### config.mk
export PLATFORM = sky130hd
export DESIGN_NAME = tt_um_axi4lite_top_flat
export DESIGN_NICKNAME = d
export VERILOG_FILES = /design/src/rtl/tt_um_axi4lite_top_if.sv /design/src/rtl/tt_um_axi4lite_top.sv /design/src/flat_wrapper.sv
export SDC_FILE = /design/constraint.sdc
export NUM_CORES = 1
export LEC_CHECK = 0
export BUFFER_PORTS_ARGS = -buffer_cell sky130_fd_sc_hd__buf_4
export CAP_MARGIN = 25
export CORE_AREA = 2 2 75 77
export DETAILED_ROUTE_END_ITERATION = 10
export DIE_AREA = 0 0 77 79
export PLACE_DENSITY_LB_ADDON = 0.05
export RECOVER_POWER = 25
export SYNTH_ARGS = -nofsm -noshare
export SYNTH_HDL_FRONTEND = slang
export SYNTH_SLANG_ARGS = --single-unit
### constraint.sdc
create_clock -name clk -period 2.31 [get_ports clk]
set_input_delay 0.462 -clock clk [delete_from_list [all_inputs] [get_ports clk]]
set_output_delay 0.462 -clock clk [all_outputs]
set_load 0.01 [all_outputs]
### src/rtl/tt_um_axi4lite_top_if.sv
// Tiny Tapeout pin bundle for tt_um_axi4lite_top.
// The harness side drives the inputs and the chip side drives the outputs.
interface tt_um_axi4lite_top_if;
    logic       ena;
    logic [7:0] ui_in;
    logic [7:0] uio_in;
    logic [7:0] uo_out;
    logic [7:0] uio_out;
    logic [7:0] uio_oe;

    modport master (
        output ena, ui_in, uio_in,
        input  uo_out, uio_out, uio_oe
    );

    modport slave (
        input  ena, ui_in, uio_in,
        output uo_out, uio_out, uio_oe
    );
endinterface

### src/rtl/tt_um_axi4lite_top.sv
// Tiny Tapeout top: pin-driven AXI4-Lite master wired to an internal AXI4-Lite register-file slave.
// Optional macro AXI4LITE_BUSY_OUT_EN drives the FSM busy flag onto uo_out[1].
module tt_um_axi4lite_top #(
    parameter int ADDR_WIDTH = 2,
    parameter int DATA_WIDTH = 8
) (
    input  logic                 clk,
    input  logic                 rst_n,
    tt_um_axi4lite_top_if.slave  pins
);
    typedef enum logic [2:0] {IDLE, WRITE, WRESP, READ, RDATA} state_t;

    state_t state;
    state_t next_state;

    logic [ADDR_WIDTH-1:0] awaddr;
    logic                  awvalid;
    logic                  awready;
    logic [DATA_WIDTH-1:0] wdata;
    logic [0:0]            wstrb;
    logic                  wvalid;
    logic                  wready;
    logic [1:0]            bresp;
    logic                  bvalid;
    logic                  bready;
    logic [ADDR_WIDTH-1:0] araddr;
    logic                  arvalid;
    logic                  arready;
    logic [DATA_WIDTH-1:0] rdata;
    logic [1:0]            rresp;
    logic                  rvalid;
    logic                  rready;

    logic                  start_write;
    logic                  start_read;
    logic [ADDR_WIDTH-1:0] write_addr;
    logic [ADDR_WIDTH-1:0] read_addr;
    logic                  write_accept;
    logic                  read_accept;
    logic                  b_done;
    logic                  r_done;
    logic                  done;
    logic                  busy;
    logic                  out_en;
    logic [7:0]            read_data;
    logic [DATA_WIDTH-1:0] regs [2**ADDR_WIDTH];
    logic                  unused_pins;

    // write_addr and read_addr overlap on ui_in[2]
    assign start_write = pins.ui_in[0];
    assign start_read  = pins.ui_in[4];
    assign write_addr  = pins.ui_in[1 +: ADDR_WIDTH];
    assign read_addr   = pins.ui_in[2 +: ADDR_WIDTH];

    assign wstrb  = 1'b1;
    assign bready = 1'b1;
    assign rready = 1'b1;
    assign b_done = bvalid && bready;
    assign r_done = rvalid && rready;

    always_ff @(posedge clk) begin
        if (rst_n) begin
            state <= IDLE;
        end else begin
            state <= next_state;
        end
    end

    always_comb begin
        next_state   = state;
        awvalid      = 1'b0;
        wvalid       = 1'b0;
        arvalid      = 1'b0;
        write_accept = 1'b0;
        read_accept  = 1'b0;
        case (state)
            IDLE: begin
                if (start_write) begin
                    next_state   = WRITE;
                    write_accept = 1'b1;
                end else if (start_read) begin
                    next_state  = READ;
                    read_accept = 1'b1;
                end
            end
            WRITE: begin
                awvalid = 1'b1;
                wvalid  = 1'b1;
                if (awready && wready) begin
                    next_state = WRESP;
                end
            end
            WRESP: begin
                if (b_done) begin
                    next_state = IDLE;
                end
            end
            READ: begin
                arvalid = 1'b1;
                if (arready) begin
                    next_state = RDATA;
                end
            end
            RDATA: begin
                if (r_done) begin
                    next_state = IDLE;
                end
            end
            default: next_state = IDLE;
        endcase
    end

    always_ff @(posedge clk) begin
        if (rst_n) begin
            awaddr    <= '0;
            wdata     <= '0;
            araddr    <= '0;
            done      <= 1'b0;
            read_data <= 8'h00;
            out_en    <= 1'b0;
        end else begin
            done <= ((state == WRESP) && b_done) || ((state == RDATA) && r_done);
            if (write_accept) begin
                awaddr <= write_addr;
                wdata  <= pins.uio_in[DATA_WIDTH-1:0];
                out_en <= 1'b0;
            end
            if (read_accept) begin
                araddr <= read_addr;
            end
            if ((state == RDATA) && r_done) begin
                read_data <= 8'(rdata);
                out_en    <= 1'b1;
            end
        end
    end

    // Slave side: AW and W are only taken together, and only while no response is pending
    assign awready = awvalid && wvalid && !bvalid;
    assign wready  = awready;
    assign arready = !rvalid;
    assign bresp   = 2'b00;
    assign rresp   = 2'b00;

    always_ff @(posedge clk) begin
        if (rst_n) begin
            for (int i = 0; i < 2**ADDR_WIDTH; i++) begin
                regs[i] <= '0;
            end
            bvalid <= 1'b0;
            rvalid <= 1'b0;
            rdata  <= '0;
        end else begin
            if (awvalid && awready) begin
                if (wstrb[0]) begin
                    regs[awaddr] <= wdata;
                end
                bvalid <= 1'b1;
            end else if (b_done) begin
                bvalid <= 1'b0;
            end
            if (arvalid && arready) begin
                rdata  <= regs[araddr];
                rvalid <= 1'b1;
            end else if (r_done) begin
                rvalid <= 1'b0;
            end
        end
    end

`ifdef AXI4LITE_BUSY_OUT_EN
    assign busy = (state != IDLE);
`else
    assign busy = 1'b0;
`endif

    assign pins.uo_out  = {6'b000000, busy, done};
    assign pins.uio_out = read_data;
    assign pins.uio_oe  = {8{out_en}};

    assign unused_pins = &{1'b0, pins.ena, pins.ui_in, pins.uio_in, bresp, rresp};
endmodule

### src/flat_wrapper.sv
// flat-port wrapper written by rule: the top's interface ports become plain ports
module tt_um_axi4lite_top_flat 
#(
    parameter int ADDR_WIDTH = 2,
    parameter int DATA_WIDTH = 8
)
  (clk, rst_n, pins_ena, pins_ui_in, pins_uio_in, pins_uo_out, pins_uio_out, pins_uio_oe);
  tt_um_axi4lite_top_if pins_i ();
  input  logic clk;
  input  logic rst_n;
  input wire logic [$bits(pins_i.ena)-1:0] pins_ena;
  input wire logic [$bits(pins_i.ui_in)-1:0] pins_ui_in;
  input wire logic [$bits(pins_i.uio_in)-1:0] pins_uio_in;
  output wire logic [$bits(pins_i.uo_out)-1:0] pins_uo_out;
  output wire logic [$bits(pins_i.uio_out)-1:0] pins_uio_out;
  output wire logic [$bits(pins_i.uio_oe)-1:0] pins_uio_oe;
  assign pins_i.ena = pins_ena;
  assign pins_i.ui_in = pins_ui_in;
  assign pins_i.uio_in = pins_uio_in;
  assign pins_uo_out = pins_i.uo_out;
  assign pins_uio_out = pins_i.uio_out;
  assign pins_uio_oe = pins_i.uio_oe;
  tt_um_axi4lite_top #(.ADDR_WIDTH(ADDR_WIDTH), .DATA_WIDTH(DATA_WIDTH)) u_core (.clk(clk), .rst_n(rst_n), .pins(pins_i));
endmodule
==> results_dict.tcl <==
set metrics [dict create \
    cp-start-kind "flop" \
    whs_path_depth 3 \
    power_density_mw_per_mm2 888 \
    drtIter0Drc 33 \
    h-tree-depth 3 \
    path_class "flop to flop" \
    leakage_uw 0.00118 \
    cts_setup_buffers 0 \
    cts_tree "yes" \
    r2r_setup_slack_ns 0.34 \
    syn_area_mm2 0.00287 \
    synth.distinct_cells 34 \
    synth-seq-cells 67 \
    syn_to_final_growth_pct 10.8 \
    skew_ns 0.00373 \
    gp_congestion 0.744 \
    cts_root_buffer "clkbuf_8" \
    synth_edf_count 32 \
    diodes 0 \
    portBuffers 31 \
    endpoint_kind "flop" \
    critPathRequiredTime_ns 2.34 \
    cp_slowest_cell "nor4b_2" \
    ys.flop_type "dfxtp_1" \
    endpoint "u_core.regs[2][3]" \
    num_vias 1770 \
    r2r_cells 3 \
    clockBufferDepth 2 \
    slew_headroom_pct 59.8 \
    slew_viol_final 0 \
    grt_pass1_wl_mm 8.08 \
    fmax_mhz 507 \
    finalSetupViolations 0 \
    nFillCells 530 \
    worstPathArrival_ns 2.00 \
    synth_cells 262 \
    grt_usage_pct 17.6 \
    routed_wl_mm 4.89 \
    maxCapViolCount 0 \
    avgSynthCellArea_um2 10.9 \
    clkLatencyLatePin_ns 0.33 \
    fp.dieH_um 79 \
    yosysSeqAreaShare_pct 58.0 \
    ctsResizeCount 0 \
    die_area_mm2 0.00608 \
    dr.pass1.iters 4 \
    final_common_cell "nand2_1" \
    rsz0062_at_grt "no" \
    core_area_mm2 0.00534 \
    r2r-end "u_core.regs[2][3]" \
    final_cell_mix "53 x nand2_1, 35 x dfxtp_1, 32 x edfxtp_1" \
    rr_startpoint "u_core.state[0]" \
    die_w_um 77 \
    initial_core_util_pct 53.7 \
    grt_max_degree 27 \
    final_antenna_net_count 0 \
    worst_slew_pin_slew_ns 0.602 \
    ys_warn_count 0 \
    path_clk_slew_ns 0.07 \
    timing.critical_path.from "u_core.state[0]" \
    multi_input_area_mm2 0.00103 \
    hold_path.class "primary input to flop" \
    layout_min_cycle_time_ns 1.97 \
    detailed_place_hpwl_mm 3.39 \
    rows 27 \
    cts_buffers 9 \
    drive_above_1_share_pct 15.5 \
    grt_pass1_vias 1669 \
    grt_overflow 0 \
    setup_tns_ns 0 \
    io_pins 43 \
    status "finished, final reports clean" \
    viasPerCell 4.89 \
    synth_async_sr_flop_share_pct 0 \
    ir_drop_uv 468 \
    final_nets 304 \
    post_drt_wl_per_cell_um 13.5 \
    hold_viol_final 0 \
    dpl_worst_slack_ns 0.318 \
    crit_chain "nand3_1 > nor4b_2 > or2_2" \
    crit_path_max_incr_delay_ns 0.55 \
    grt_antenna_before_repair 0 \
    finalWorstSetupSlack_ns 0.339 \
    clkSinkCount 67 \
    ctsHoldBuffers 0 \
    fin_crit_sh_pct 85.3 \
    drc 0 \
    critPathMaxFanout 11 \
    seq_area_mm2 0.00166 \
]
-- worst max-delay path: cells and delay by family (launching register included) --
kind	cells	cell delay, ns
AND/OR/NAND/NOR	3	1.13
flip-flops	1	0.54
-- per-stage QoR --
step | hold slack, ns | total power, uW | cell area, um^2 | utilization [%] | cells
final | 0.368 | 2820 | 3170 | 59.5 | 362
after global routing | 0.365 | 2960 | 3170 | 59.5 | 362
after CTS | 0.353 | 2850 | 3240 | 60.7 | 362
after detailed placement | 0.444 | 1930 | 3060 | 57.3 | 346
after global placement | 0.442 | 1920 | 3060 | 57.3 | 346
after floorplan | 0.432 | 1820 | 2890 | - | 268
-- registers in the layout, summed over array words and instances (netlist names) --
name and cells:
u_core.regs 32, u_core.pins.uio_out 8, u_core.rdata 8, u_core.wdata 8, u_core.state 3, u_core.araddr 2, u_core.awaddr 2, u_core.b_done 1
u_core.done 1, u_core.out_en 1, u_core.r_done 1
-- routing by layer --
layer  part of all wire [%]  GRT usage [%]  vias to the layer above
met2                     46           28.2                       38
met5                      0              0                        -
met1                     48           22.7                      798
li1                       -              -                      930
met3                    4.5           4.77                        4
met4                   0.90           7.50                        0
-- worst min path at each step --
stage                          startpoint                      to  slack, ns
after floorplan           u_core.rdata[0]  u_core.pins.uio_out[0]       0.43
after global placement    u_core.rdata[3]  u_core.pins.uio_out[3]       0.44
after detailed placement  u_core.rdata[5]  u_core.pins.uio_out[5]       0.44
after CTS                   pins_ui_in[3]        u_core.araddr[1]       0.35
after global routing        pins_ui_in[3]        u_core.araddr[1]       0.37
final                       pins_ui_in[3]        u_core.araddr[1]       0.37
-- synthesized netlist by cell type, types with 2 or more instances --
| library cell | number | area share [%] |
|---|---|---|
| dfxtp_1 | 35 | 24 |
| buf_4 | 17 | 4.5 |
| clkbuf_1 | 7 | 0.92 |
| buf_2 | 3 | 0.52 |
| inv_1 | 2 | 0.26 |
| and2_1 | 25 | 5.5 |
| nor2_1 | 9 | 1.2 |
| nand3_1 | 3 | 0.52 |
| nor3_1 | 2 | 0.35 |
| nand2_1 | 53 | 6.9 |
| edfxtp_1 | 32 | 34 |
| o21ai_0 | 3 | 0.52 |
| mux2i_1 | 4 | 1.4 |
| a21oi_1 | 28 | 4.9 |
| nor2b_1 | 2 | 0.44 |
| or2_2 | 3 | 0.66 |
| and3_1 | 10 | 2.2 |
| mux4_2 | 8 | 6.3 |
-- cell type report --
cell class / instances / area share, %
sequential: 67 / 52.3
multi-input combinational: 170 / 32.6
timing repair buffer: 35 / 6.15
clock buffer: 11 / 4.14
tap: 72 / 2.84
clock inverter: 5 / 1.69
inverter: 2 / 0.237
-- kinds of logic after synthesis --
group	Yosys count	synth area share, %
other cells	1	0.131
flops	67	58.0
buf+inv	31	6.68
compound gates	36	7.21
mux	12	7.69
simple gates	115	20.3
-- power breakdown --
| group | switching [uW] | internal (uW) |
|---|---|---|
| Combinational | 241 | 189 |
| Clock | 425 | 493 |
| Sequential | 115 | 1350 |
| Total | 781 | 2040 |
(Power assumes the default switching activity.)
